## config.mk

```make
export PLATFORM = sky130hd
export DESIGN_NAME = bp_lce_lock_ctrl
export DESIGN_NICKNAME = d
export VERILOG_FILES = /design/src/rtl/bp_lce_lock_ctrl.sv
export SDC_FILE = /design/constraint.sdc
export NUM_CORES = 1
export LEC_CHECK = 0
export BUFFER_PORTS_ARGS = -buffer_cell sky130_fd_sc_hd__buf_2
export CORE_UTILIZATION = 54
export DETAILED_ROUTE_END_ITERATION = 6
export GPL_TIMING_DRIVEN = 1
export PLACE_DENSITY = 0.82
export SYNTH_ARGS = -nofsm -noshare
export SYNTH_HDL_FRONTEND = slang
export SYNTH_SLANG_ARGS = --single-unit
```

## constraint.sdc

```tcl
create_clock -name clk_i -period 4.4 [get_ports clk_i]
set_input_delay 0.44 -clock clk_i [delete_from_list [all_inputs] [get_ports clk_i]]
set_output_delay 0.44 -clock clk_i [all_outputs]
set_load 0.03 [all_outputs]
```

## src/rtl/bp_lce_lock_ctrl.sv

```systemverilog
`default_nettype none
// ============================================================================
// Module      : bp_lce_lock_ctrl
// Description : Watches the LCE-to-cache memory ports for back-pressure and
//               raises a lock hint to the cache when any port stays blocked
//               for timeout_max_limit_p consecutive cycles. The lock is held
//               for lock_hold_p cycles after all blocking clears. Also tracks
//               outstanding cache-request credits with a sticky error flag.
//               Optional macro BP_LCE_LOCK_CTRL_STATS_EN enables a saturating
//               16-bit counter of cycles spent in LOCK/HOLD; without it,
//               lock_cycles_o is tied to zero and no register is built.
// Ports       : clk_i, reset_n_i (async, active-low)
//               pkt_v_i / pkt_yumi_i  - per-port packet valid / acceptance
//               req_busy_i, cache_init_done_i - extra lock terms
//               credit_alloc_i / credit_return_i - credit consume / return
//               cache_req_lock_o - withhold-new-requests hint
//               timeout_o        - per-port counter at limit
//               credit_count_o, credits_full_o, credits_empty_o, credit_err_o
//               lock_cycles_o    - locked-cycle statistic
// Revision    : 1.0 - initial release
// ============================================================================
module bp_lce_lock_ctrl #(
    parameter int num_ports_p         = 3,
    parameter int timeout_max_limit_p = 4,
    parameter int lock_hold_p         = 2,
    parameter int credits_p           = 8
) (
    input  logic                               clk_i,
    input  logic                               reset_n_i,
    input  logic [num_ports_p-1:0]             pkt_v_i,
    input  logic [num_ports_p-1:0]             pkt_yumi_i,
    input  logic                               req_busy_i,
    input  logic                               cache_init_done_i,
    input  logic                               credit_alloc_i,
    input  logic                               credit_return_i,
    output logic                               cache_req_lock_o,
    output logic [num_ports_p-1:0]             timeout_o,
    output logic [$clog2(credits_p+1)-1:0]     credit_count_o,
    output logic                               credits_full_o,
    output logic                               credits_empty_o,
    output logic                               credit_err_o,
    output logic [15:0]                        lock_cycles_o
);

    // Widths and constants
    localparam int TW          = $clog2(timeout_max_limit_p + 1);
    localparam int CW          = $clog2(credits_p + 1);
    localparam int HW          = (lock_hold_p > 1) ? $clog2(lock_hold_p) : 1;
    // HOLD is unreachable when lock_hold_p is 0; keep the constant legal anyway.
    localparam int HOLD_LAST_I = (lock_hold_p > 0) ? (lock_hold_p - 1) : 0;

    localparam logic [TW-1:0] LIMIT_C     = TW'(timeout_max_limit_p);
    localparam logic [HW-1:0] HOLD_LAST_C = HW'(HOLD_LAST_I);
    localparam logic [CW-1:0] CRED_MAX_C  = CW'(credits_p);

    typedef enum logic [1:0] {
        ST_IDLE  = 2'd0,
        ST_COUNT = 2'd1,
        ST_LOCK  = 2'd2,
        ST_HOLD  = 2'd3
    } state_e;

    state_e                  state_q, state_d;
    logic [HW-1:0]           hold_q, hold_d;
    logic [CW-1:0]           cred_q, cred_d;
    logic                    err_q, err_d;
    logic [num_ports_p-1:0]  blocked;
    logic [num_ports_p-1:0]  hit_next;
    logic                    any_blocked;
    logic                    any_hit_next;
    logic                    locked_state;

    assign blocked      = pkt_v_i & ~pkt_yumi_i;
    assign any_blocked  = |blocked;
    assign any_hit_next = |hit_next;
    assign locked_state = (state_q == ST_LOCK) || (state_q == ST_HOLD);

    // ------------------------------------------------------------------------
    // Per-port consecutive-blocked counters (saturating at the limit)
    // ------------------------------------------------------------------------
    for (genvar p = 0; p < num_ports_p; p++) begin : g_port
        logic [TW-1:0] cnt_q, cnt_d;

        always_comb begin
            cnt_d = '0;
            if (blocked[p]) begin
                cnt_d = (cnt_q == LIMIT_C) ? cnt_q : cnt_q + TW'(1);
            end
        end

        always_ff @(posedge clk_i or negedge reset_n_i) begin
            if (!reset_n_i) begin
                cnt_q <= '0;
            end else begin
                cnt_q <= cnt_d;
            end
        end

        // Lock decisions look at the value the counter takes on this edge,
        // so the lock is visible in the same cycle the timeout appears.
        assign hit_next[p]  = (cnt_d == LIMIT_C);
        assign timeout_o[p] = (cnt_q == LIMIT_C);
    end

    // ------------------------------------------------------------------------
    // Lock FSM
    // ------------------------------------------------------------------------
    always_ff @(posedge clk_i or negedge reset_n_i) begin
        if (!reset_n_i) begin
            state_q <= ST_IDLE;
            hold_q  <= '0;
        end else begin
            state_q <= state_d;
            hold_q  <= hold_d;
        end
    end

    always_comb begin
        state_d = state_q;
        hold_d  = hold_q;
        case (state_q)
            ST_IDLE: begin
                if (any_hit_next) begin
                    state_d = ST_LOCK;
                end else if (any_blocked) begin
                    state_d = ST_COUNT;
                end
            end
            ST_COUNT: begin
                if (any_hit_next) begin
                    state_d = ST_LOCK;
                end else if (!any_blocked) begin
                    state_d = ST_IDLE;
                end
            end
            ST_LOCK: begin
                if (!any_blocked) begin
                    hold_d  = '0;
                    state_d = (lock_hold_p > 0) ? ST_HOLD : ST_IDLE;
                end
            end
            ST_HOLD: begin
                if (any_blocked) begin
                    // Re-blocking during the hold window re-locks at once.
                    hold_d  = '0;
                    state_d = ST_LOCK;
                end else if (hold_q == HOLD_LAST_C) begin
                    hold_d  = '0;
                    state_d = ST_IDLE;
                end else begin
                    hold_d = hold_q + HW'(1);
                end
            end
            default: begin
                hold_d  = '0;
                state_d = ST_IDLE;
            end
        endcase
    end

    // Reset forces state_q to IDLE asynchronously, so during reset only the
    // busy/init terms can hold the lock.
    assign cache_req_lock_o = locked_state | req_busy_i | ~cache_init_done_i;

    // ------------------------------------------------------------------------
    // Credit tracking
    // ------------------------------------------------------------------------
    always_comb begin
        cred_d = cred_q;
        err_d  = err_q;
        if (credit_alloc_i && !credit_return_i) begin
            if (cred_q == CRED_MAX_C) begin
                err_d = 1'b1;
            end else begin
                cred_d = cred_q + CW'(1);
            end
        end else if (credit_return_i && !credit_alloc_i) begin
            if (cred_q == '0) begin
                err_d = 1'b1;
            end else begin
                cred_d = cred_q - CW'(1);
            end
        end
    end

    always_ff @(posedge clk_i or negedge reset_n_i) begin
        if (!reset_n_i) begin
            cred_q <= '0;
            err_q  <= 1'b0;
        end else begin
            cred_q <= cred_d;
            err_q  <= err_d;
        end
    end

    assign credit_count_o  = cred_q;
    assign credits_full_o  = (cred_q == CRED_MAX_C);
    assign credits_empty_o = (cred_q == '0);
    assign credit_err_o    = err_q;

    // ------------------------------------------------------------------------
    // Optional locked-cycle statistic
    // ------------------------------------------------------------------------
`ifdef BP_LCE_LOCK_CTRL_STATS_EN
    logic [15:0] stats_q;

    always_ff @(posedge clk_i or negedge reset_n_i) begin
        if (!reset_n_i) begin
            stats_q <= '0;
        end else if (locked_state && (stats_q != 16'hFFFF)) begin
            stats_q <= stats_q + 16'd1;
        end
    end

    assign lock_cycles_o = stats_q;
`else
    assign lock_cycles_o = 16'h0000;
`endif

endmodule
`default_nettype wire

```

==> impl_summary.txt, run 1 <==
----------------------------------------------------
[Cells and area]
  Final cell area excluding filler cells ... 1311 um^2
  Proportion of layout cells with a drive suffix above 1 ... 20.63%
  Final cell count without fillers ... 187
  Final antenna diode count ... 0
  Area growth, synth to finish ... 8.940%
  Final layout net count ... 183

[CTS]
  Count of buffers added by post-CTS timing repair for setup ... 0
  H-tree level count ... 1
  Hold-fix buffers at CTS ... 0
  Clk Tree Root Cell ... sky130_fd_sc_hd__clkbuf_4
  Clock Latency Late Sink ... 0.28 ns
  Number of cells upsized or downsized after cts ... 0
  TritonCTS Buffers ... 3
  Clock tree from TritonCTS ... built
  TritonCTS sink count ... 17
  Clock Tree Buf Depth ... 2
  Clock-pin slew on the worst setup and hold paths ... 0.10 ns

[Timing]
  Time the final worst path needs with I/O delays and setup ... 2.054 ns
  RSZ-0062 raised after global routing ... no
  Maximum clock frequency ... 0.4868 GHz
  Fraction of the cycle the final worst path needs ... 46.69%
  Max-slew violations ... 0
  Count of final setup violators ... 0
  Sum Neg Setup Slack ... 0 ns
  Hold Fails Final Rpt ... 0
  Final Skew ... 0.001258 ns
  Slew at the pin closest to its max-slew limit ... 0.5065 ns
  Max-slew headroom ... 65.98%
  Setup WS post-layout ... 2.346 ns

[Floorplan]
  Die outline width ... 49.21 um
  Total I/O pin count ... 39
  Initial cell density of the core ... 59.53%
  Area of the die ... 2422 um^2
  Area of the core ... 2022 um^2
  # rows ... 16
  Vertical die dimension ... 49.21 um

[Placement]
  Placed wire-length estimate ... 1604 um
  Area of placed instances ... 1284 um^2
  Last weighted congestion value of the routability-driven placer ... 0.7787
  Port-buffer cells ... 22
  Minimum setup slack after placement ... 2.176 ns
  Cells after DPL ... 183

[Global route]
  Initial antenna violation count ... 0
  Vias in the first global route ... 881
  Grt total ovfl ... 0
  Wire length of the first global-routing pass ... 3643 um
  Maximum number of pins on one net before global-route repair ... 18
  GRT Util Overall ... 19.14%

[Routing]
  Per-cell routed wire length ... 10.60 um
  DRC marker count from the first detailed-route iteration ... 10
  DRC violation count after routing ... 0
  Number of search-and-repair iterations in the first detailed-routing pass ... 4
  Vias/cell ... 4.920
  Antenna violation net count after detailed routing ... 0
  Number of vias after detailed routing ... 920
  Final wirelength ... 1983 um

[Worst setup path]
  Kind of start point of the critical path ... register
  Required @ worst endpoint ... 3.96 ns
  Reg-to-reg setup timing slack ... 2.61 ns
  Arrival time worst endpoint ... 1.61 ns
  Biggest fanout along the worst timing path ... 6
  Critical Path End Type ... output port
  Endpoint of the worst register-to-register path ... state_q[0]
  Worst Setup Path Type ... register to output port
  Launch point of the worst reg-to-reg path ... g_port[1].cnt_q[0]
  Length in cells of the worst reg-to-reg path ... 6

[Synth]
  Async set-reset flop share out of synthesis ... 100.0%
  Number of storage elements in the synthesis netlist ... 17
  Per-instance average area after synthesis ... 8.916 um^2
  Post-synth top area cell ... sky130_fd_sc_hd__dfrtp_1
  Unique masters post-synth ... 35
  Commonest register cell after synthesis ... sky130_fd_sc_hd__dfrtp_1
  Area share of the leading cell type in the synthesized netlist ... 35.34%
  Yosys warnings ... 0
  Syn Inst Count ... 135
  Number of enable-type register cells in the synthesized netlist ... 0
  Cell area after synthesis ... 1204 um^2
  Sequential area share after synthesis ... 35.34%
  Ranking of synthesized cells by area ... sky130_fd_sc_hd__dfrtp_1, sky130_fd_sc_hd__buf_4, sky130_fd_sc_hd__ha_1

[Outcome]
  Run status ... finished, final reports clean

[Power and ir drop]
  Worst ir drop on vdd ... 0.3170 mV
  Post-layout power ... 0.0006008 W
  Leakage power total ... 0.6915 nW
  Total power density per cell area ... 458.2 nW/um^2

[Flow run]
  Number of maximum-capacitance constraint violations ... 0

[Hold path]
  Classification of the worst-slack hold path ... primary input to async pin

----------------------------------------------------
-- sequential cells by signal, indices dropped and copies added, names as in the netlist --
name            flops
g_port.cnt_q        9
credit_err_o        1
credit_count_o      4
state_q             2
hold_q              1
-- Yosys cell counts, types with 2 or more instances --
cell type,instances
sky130_fd_sc_hd__nand2b_1,5
sky130_fd_sc_hd__a21oi_1,6
sky130_fd_sc_hd__and3_1,4
sky130_fd_sc_hd__buf_4,16
sky130_fd_sc_hd__xnor2_1,5
sky130_fd_sc_hd__mux2_2,3
sky130_fd_sc_hd__nor3_1,3
sky130_fd_sc_hd__dfrtp_1,17
sky130_fd_sc_hd__nand2_1,12
sky130_fd_sc_hd__ha_1,9
sky130_fd_sc_hd__inv_1,13
sky130_fd_sc_hd__o21ai_0,2
sky130_fd_sc_hd__nor2_1,18
-- cell usage in the layout, fill, tap and decap left out, drive strengths merged, types with 2 or more instances in the layout --
cell type and count:
and3 4, nor2 18, conb 16, xnor2 5, nand2b 5, o21ai 2
and2 2, mux2 3, clkbuf 3, inv 13, nor3 4, a21oi 6
nand2 12, ha 9, buf 22, dfrtp 17
-- layer usage --
metal	vias to the layer above	track usage, %	part of all wire (%)
li1	474	-	-
met1	424	22.18	45
met2	20	36.30	52
met3	2	2.804	3.2
met4	0	4.412	0.45
met5	-	0	0
-- how the worst max path moves through the flow --
stage | from | slack (ns) | cells after the start | to
after floorplan | credit_count_o[0] | 2.37 | 1 | credits_empty_o
after global placement | credit_return_i | 2.30 | 9 | credit_count_o[3]
after detailed placement | credit_return_i | 2.18 | 9 | credit_count_o[3]
after CTS | credit_count_o[0] | 2.34 | 3 | credits_full_o
after global routing | credit_count_o[0] | 2.23 | 3 | credits_full_o
final | credit_count_o[0] | 2.35 | 3 | credits_full_o
-- metrics by stage --
step	util, %	hold WS (ns)
6_report	64.85	0.05172
3_5_place_dp	63.49	0.3770
3_3_place_gp	63.49	0.3807
5_1_grt	64.85	0.05885
4_1_cts	64.85	0.05794
2_1_floorplan	-	0.1444
-- report_power, final --
group	switching [W]	total [W]	internal [W]
sequential	0.0000507	0.000243	0.000193
combinational	0.000168	0.000277	0.000109
clock	0.0000470	0.0000807	0.0000337
-- area by class of cell --
class,instances,area (um^2)
inverters,13,48.80
well taps,27,33.78
multi-input cells,104,665.6
flip-flops and latches,17,425.4
clock buffers,3,22.52
fillers,192,710.7
clock inverters,1,5.005
repair buffers,22,110.1
-- worst max-delay path, stage by stage (launching register included) --
cell,delay (ns)
sky130_fd_sc_hd__dfrtp_1,0.48
sky130_fd_sc_hd__nor3_1,0.48
sky130_fd_sc_hd__and2_1,0.19
sky130_fd_sc_hd__buf_2,0.19
-- kinds of logic (layout without fill, tap and decap cells) --
kind of cell	after synthesis	count (layout)	synth area share, %
adder cells (fa/ha/maj)	10	10	11.02
XOR/XNOR	6	6	4.366
flip-flops	17	17	35.34
multiplexers	3	3	2.806
AND/OR/NAND/NOR	50	50	20.27
AO/OA/AOI/OAI	19	19	11.85
buffers and inverters	29	39	14.03
other	1	16	0.3116
Note: power is estimated with default switching activity, not from simulation.
==> inputs of run 2 (changes only) <==
ABC_AREA = 1   (was not set)
CORE_UTILIZATION = 45   (was 54)
PLACE_DENSITY = 0.73   (was 0.82)
clock period = 1.7 ns   (was 4.4 ns; I/O delays follow)
==> impl_summary.txt, run 2 <==
----------------------------------------------------
[Outcome]
  Run status ... finished, final reports clean

[Synth]
  Commonest register cell after synthesis ... sky130_fd_sc_hd__dfrtp_1
  Yosys warnings ... 0
  Syn Inst Count ... 165
  Post-synth top area cell ... sky130_fd_sc_hd__dfrtp_1
  Ranking of synthesized cells by area ... sky130_fd_sc_hd__dfrtp_1, sky130_fd_sc_hd__buf_4, sky130_fd_sc_hd__ha_1
  Area share of the leading cell type in the synthesized netlist ... 34.17%
  Sequential area share after synthesis ... 34.17%
  Top cells by instance count after synthesis ... sky130_fd_sc_hd__inv_1, sky130_fd_sc_hd__nand2_1, sky130_fd_sc_hd__nand3_1
  Cell area after synthesis ... 1245 um^2
  Number of enable-type register cells in the synthesized netlist ... 0
  Per-instance average area after synthesis ... 7.545 um^2
  Unique masters post-synth ... 21
  Number of storage elements in the synthesis netlist ... 17
  Async set-reset flop share out of synthesis ... 100.0%

[Global route]
  Grt total ovfl ... 0
  Wire length of the first global-routing pass ... 3456 um
  Vias in the first global route ... 906
  Maximum number of pins on one net before global-route repair ... 18
  GRT Util Overall ... 16.32%
  Initial antenna violation count ... 0

[Routing]
  Number of vias after detailed routing ... 1020
  Final wirelength ... 2203 um
  Per-cell routed wire length ... 9.923 um
  Number of search-and-repair iterations in the first detailed-routing pass ... 4
  DRC violation count after routing ... 0
  Antenna violation net count after detailed routing ... 0
  DRC marker count from the first detailed-route iteration ... 18
  Vias/cell ... 4.595

[Timing]
  Max-slew violations ... 0
  Final Skew ... 0.003864 ns
  Hold Fails Final Rpt ... 0
  Fraction of the cycle the final worst path needs ... 95.07%
  Count of final setup violators ... 0
  Maximum clock frequency ... 0.6187 GHz
  Setup WS post-layout ... 0.08383 ns
  Time the final worst path needs with I/O delays and setup ... 1.616 ns

[Floorplan]
  Area of the core ... 2545 um^2
  Total I/O pin count ... 39
  Area of the die ... 2981 um^2
  Die outline width ... 54.60 um
  Vertical die dimension ... 54.60 um
  # rows ... 18
  Initial cell density of the core ... 48.92%

[Cells and area]
  Final layout net count ... 215
  Final cell area excluding filler cells ... 1470 um^2
  Most used cells in the layout excluding fill and tap cells ... sky130_fd_sc_hd__nand2_1, sky130_fd_sc_hd__inv_1, sky130_fd_sc_hd__buf_2, sky130_fd_sc_hd__conb_1, sky130_fd_sc_hd__dfrtp_1
  Final antenna diode count ... 0
  Proportion of layout cells with a drive suffix above 1 ... 32.81%
  Final cell count without fillers ... 222
  Largest reg by FF count ... g_port.cnt_q
  Number of flip-flops in the largest register ... 9
  Filler cell count in the final layout ... 229
  Area growth, synth to finish ... 18.09%
  Most common library cell in the layout ignoring fill and taps ... sky130_fd_sc_hd__nand2_1

[Hold path]
  Hold Path Stages ... 4
  Classification of the worst-slack hold path ... primary input to register

[Worst setup path]
  Arrival time worst endpoint ... 1.45 ns
  Cell depth of the worst setup path ... 3
  Family with the most delay on the worst path ... simple AND/OR/NAND/NOR gates
  Biggest fanout along the worst timing path ... 5
  Critical Path End Type ... output port
  Length in cells of the worst reg-to-reg path ... 11
  Kind of start point of the critical path ... register
  CP Buf/Inv Count ... 1
  Critical path cell sequence ... or2_4 -> nor3_4 -> clkbuf_4
  Slowest-stage cell, CP ... sky130_fd_sc_hd__dfrtp_2
  Worst Setup Path Type ... register to output port
  Required @ worst endpoint ... 1.53 ns
  Crit path largest cell delay ... 0.45 ns

[Placement]
  Minimum setup slack after placement ... 0.03442 ns
  Area of placed instances ... 1343 um^2
  Port-buffer cells ... 22
  Cells after DPL ... 215
  Placed wire-length estimate ... 1743 um
  Last weighted congestion value of the routability-driven placer ... 0.7811

[Flow run]
  Number of maximum-capacitance constraint violations ... 0

[Power and ir drop]
  Worst ir drop on vdd ... 0.7632 mV
  Total power density per cell area ... 1182 nW/um^2
  Leakage power total ... 0.8314 nW

[CTS]
  TritonCTS sink count ... 17
  Clock-pin slew on the worst setup and hold paths ... 0.11 ns
  Clock tree from TritonCTS ... built
  H-tree level count ... 1
  Clock Latency Late Sink ... 0.29 ns
  Clk Tree Root Cell ... sky130_fd_sc_hd__clkbuf_4
  Clock Tree Buf Depth ... 2
  TritonCTS Buffers ... 3

----------------------------------------------------
## run 2: changes by cell type in the layout (fill, tap and decap cells not counted), moves of 4 or more
cell / previous run / this run
sky130_fd_sc_hd__nand2_1: 12 / 27
sky130_fd_sc_hd__inv_1: 13 / 26
sky130_fd_sc_hd__inv_2: 0 / 9
sky130_fd_sc_hd__nand3_1: 1 / 10
sky130_fd_sc_hd__nand3_2: 0 / 9
sky130_fd_sc_hd__nand2b_1: 5 / 0
sky130_fd_sc_hd__nor2_2: 0 / 5
sky130_fd_sc_hd__xnor2_1: 5 / 0
sky130_fd_sc_hd__and3_1: 4 / 0
sky130_fd_sc_hd__nor2_1: 18 / 14
## run 2: logic make-up after synthesis
group           Yosys count  synth area share (%)
compound gates            4                 1.909
xor+xnor                  3                 2.111
fa+ha+maj                10                 10.65
buf+inv                  52                 20.50
flops                    17                 34.17
mux                       2                 2.412
other cells               1                0.3012
simple gates             76                 27.94
## run 2: final timing paths
check,slack [ns],end,start
setup / recovery,0.08,credits_empty_o,credit_count_o[1]
hold / removal,0.12,g_port[0].cnt_q[1],pkt_yumi_i[0]
hold reg to reg,0.48,credit_err_o,credit_err_o
setup reg to reg,0.11,state_q[0],g_port[0].cnt_q[0]
min in group asynchronous,0.31,g_port[1].cnt_q[2],reset_n_i
max in group asynchronous,1.10,credit_count_o[1],reset_n_i
## run 2: layer usage
metal	GRT usage, %	vias up	part of all wire [%]
met3	2.500	4	3.5
met1	19.62	457	43
met5	0	-	0
li1	-	530	-
met4	6.410	0	1.0
met2	28.71	29	52
## run 2: final cells by class
type / count / area, um^2 / share of cell area [%]
timing repair buffer: 25 / 137.6 / 9.362
multi-input combinational: 111 / 705.7 / 48.00
inverter: 35 / 131.4 / 8.936
clock inverter: 1 / 7.507 / 0.5106
clock buffer: 3 / 22.52 / 1.532
sequential: 17 / 427.9 / 29.11
tap: 30 / 37.54 / 2.553
## run 2: worst min-delay path, stage by stage
cell and delay [ns]:
sky130_fd_sc_hd__buf_2 0.08, sky130_fd_sc_hd__nor2_2 0.05, sky130_fd_sc_hd__inv_2 0.05, sky130_fd_sc_hd__nor2_1 0.03
## run 2: through the flow
step	utilization [%]	setup TNS (ns)	power, W	hold WS (ns)
after floorplan	-	-0.2281	0.001334	-0.1256
after global placement	52.75	0	0.001462	0.1096
after detailed placement	52.75	0	0.001490	0.1139
after CTS	54.42	0	0.001721	0.1083
after global routing	57.77	-0.06971	0.001870	0.1264
final	57.77	0	0.001738	0.1184
## run 2: power breakdown
group | leakage, nW | internal [W] | switching [W]
registers | 0.216 | 0.000513 | 0.000142
clock network | 0.0139 | 0.0000895 | 0.000137
logic | 0.602 | 0.000333 | 0.000523
total | 0.831 | 0.000936 | 0.000802
## run 2: repair_timing
| action | in CTS | in global routing |
|---|---|---|
| hold buffers | 1 | 0 |
| setup endpoints to repair | 2 | 3 |
| resized for setup | 1 | 19 |
| hold endpoints to repair | 17 | 0 |
| pin swaps | 0 | 8 |
| setup buffers | 0 | 2 |
| gates cloned | 0 | 0 |
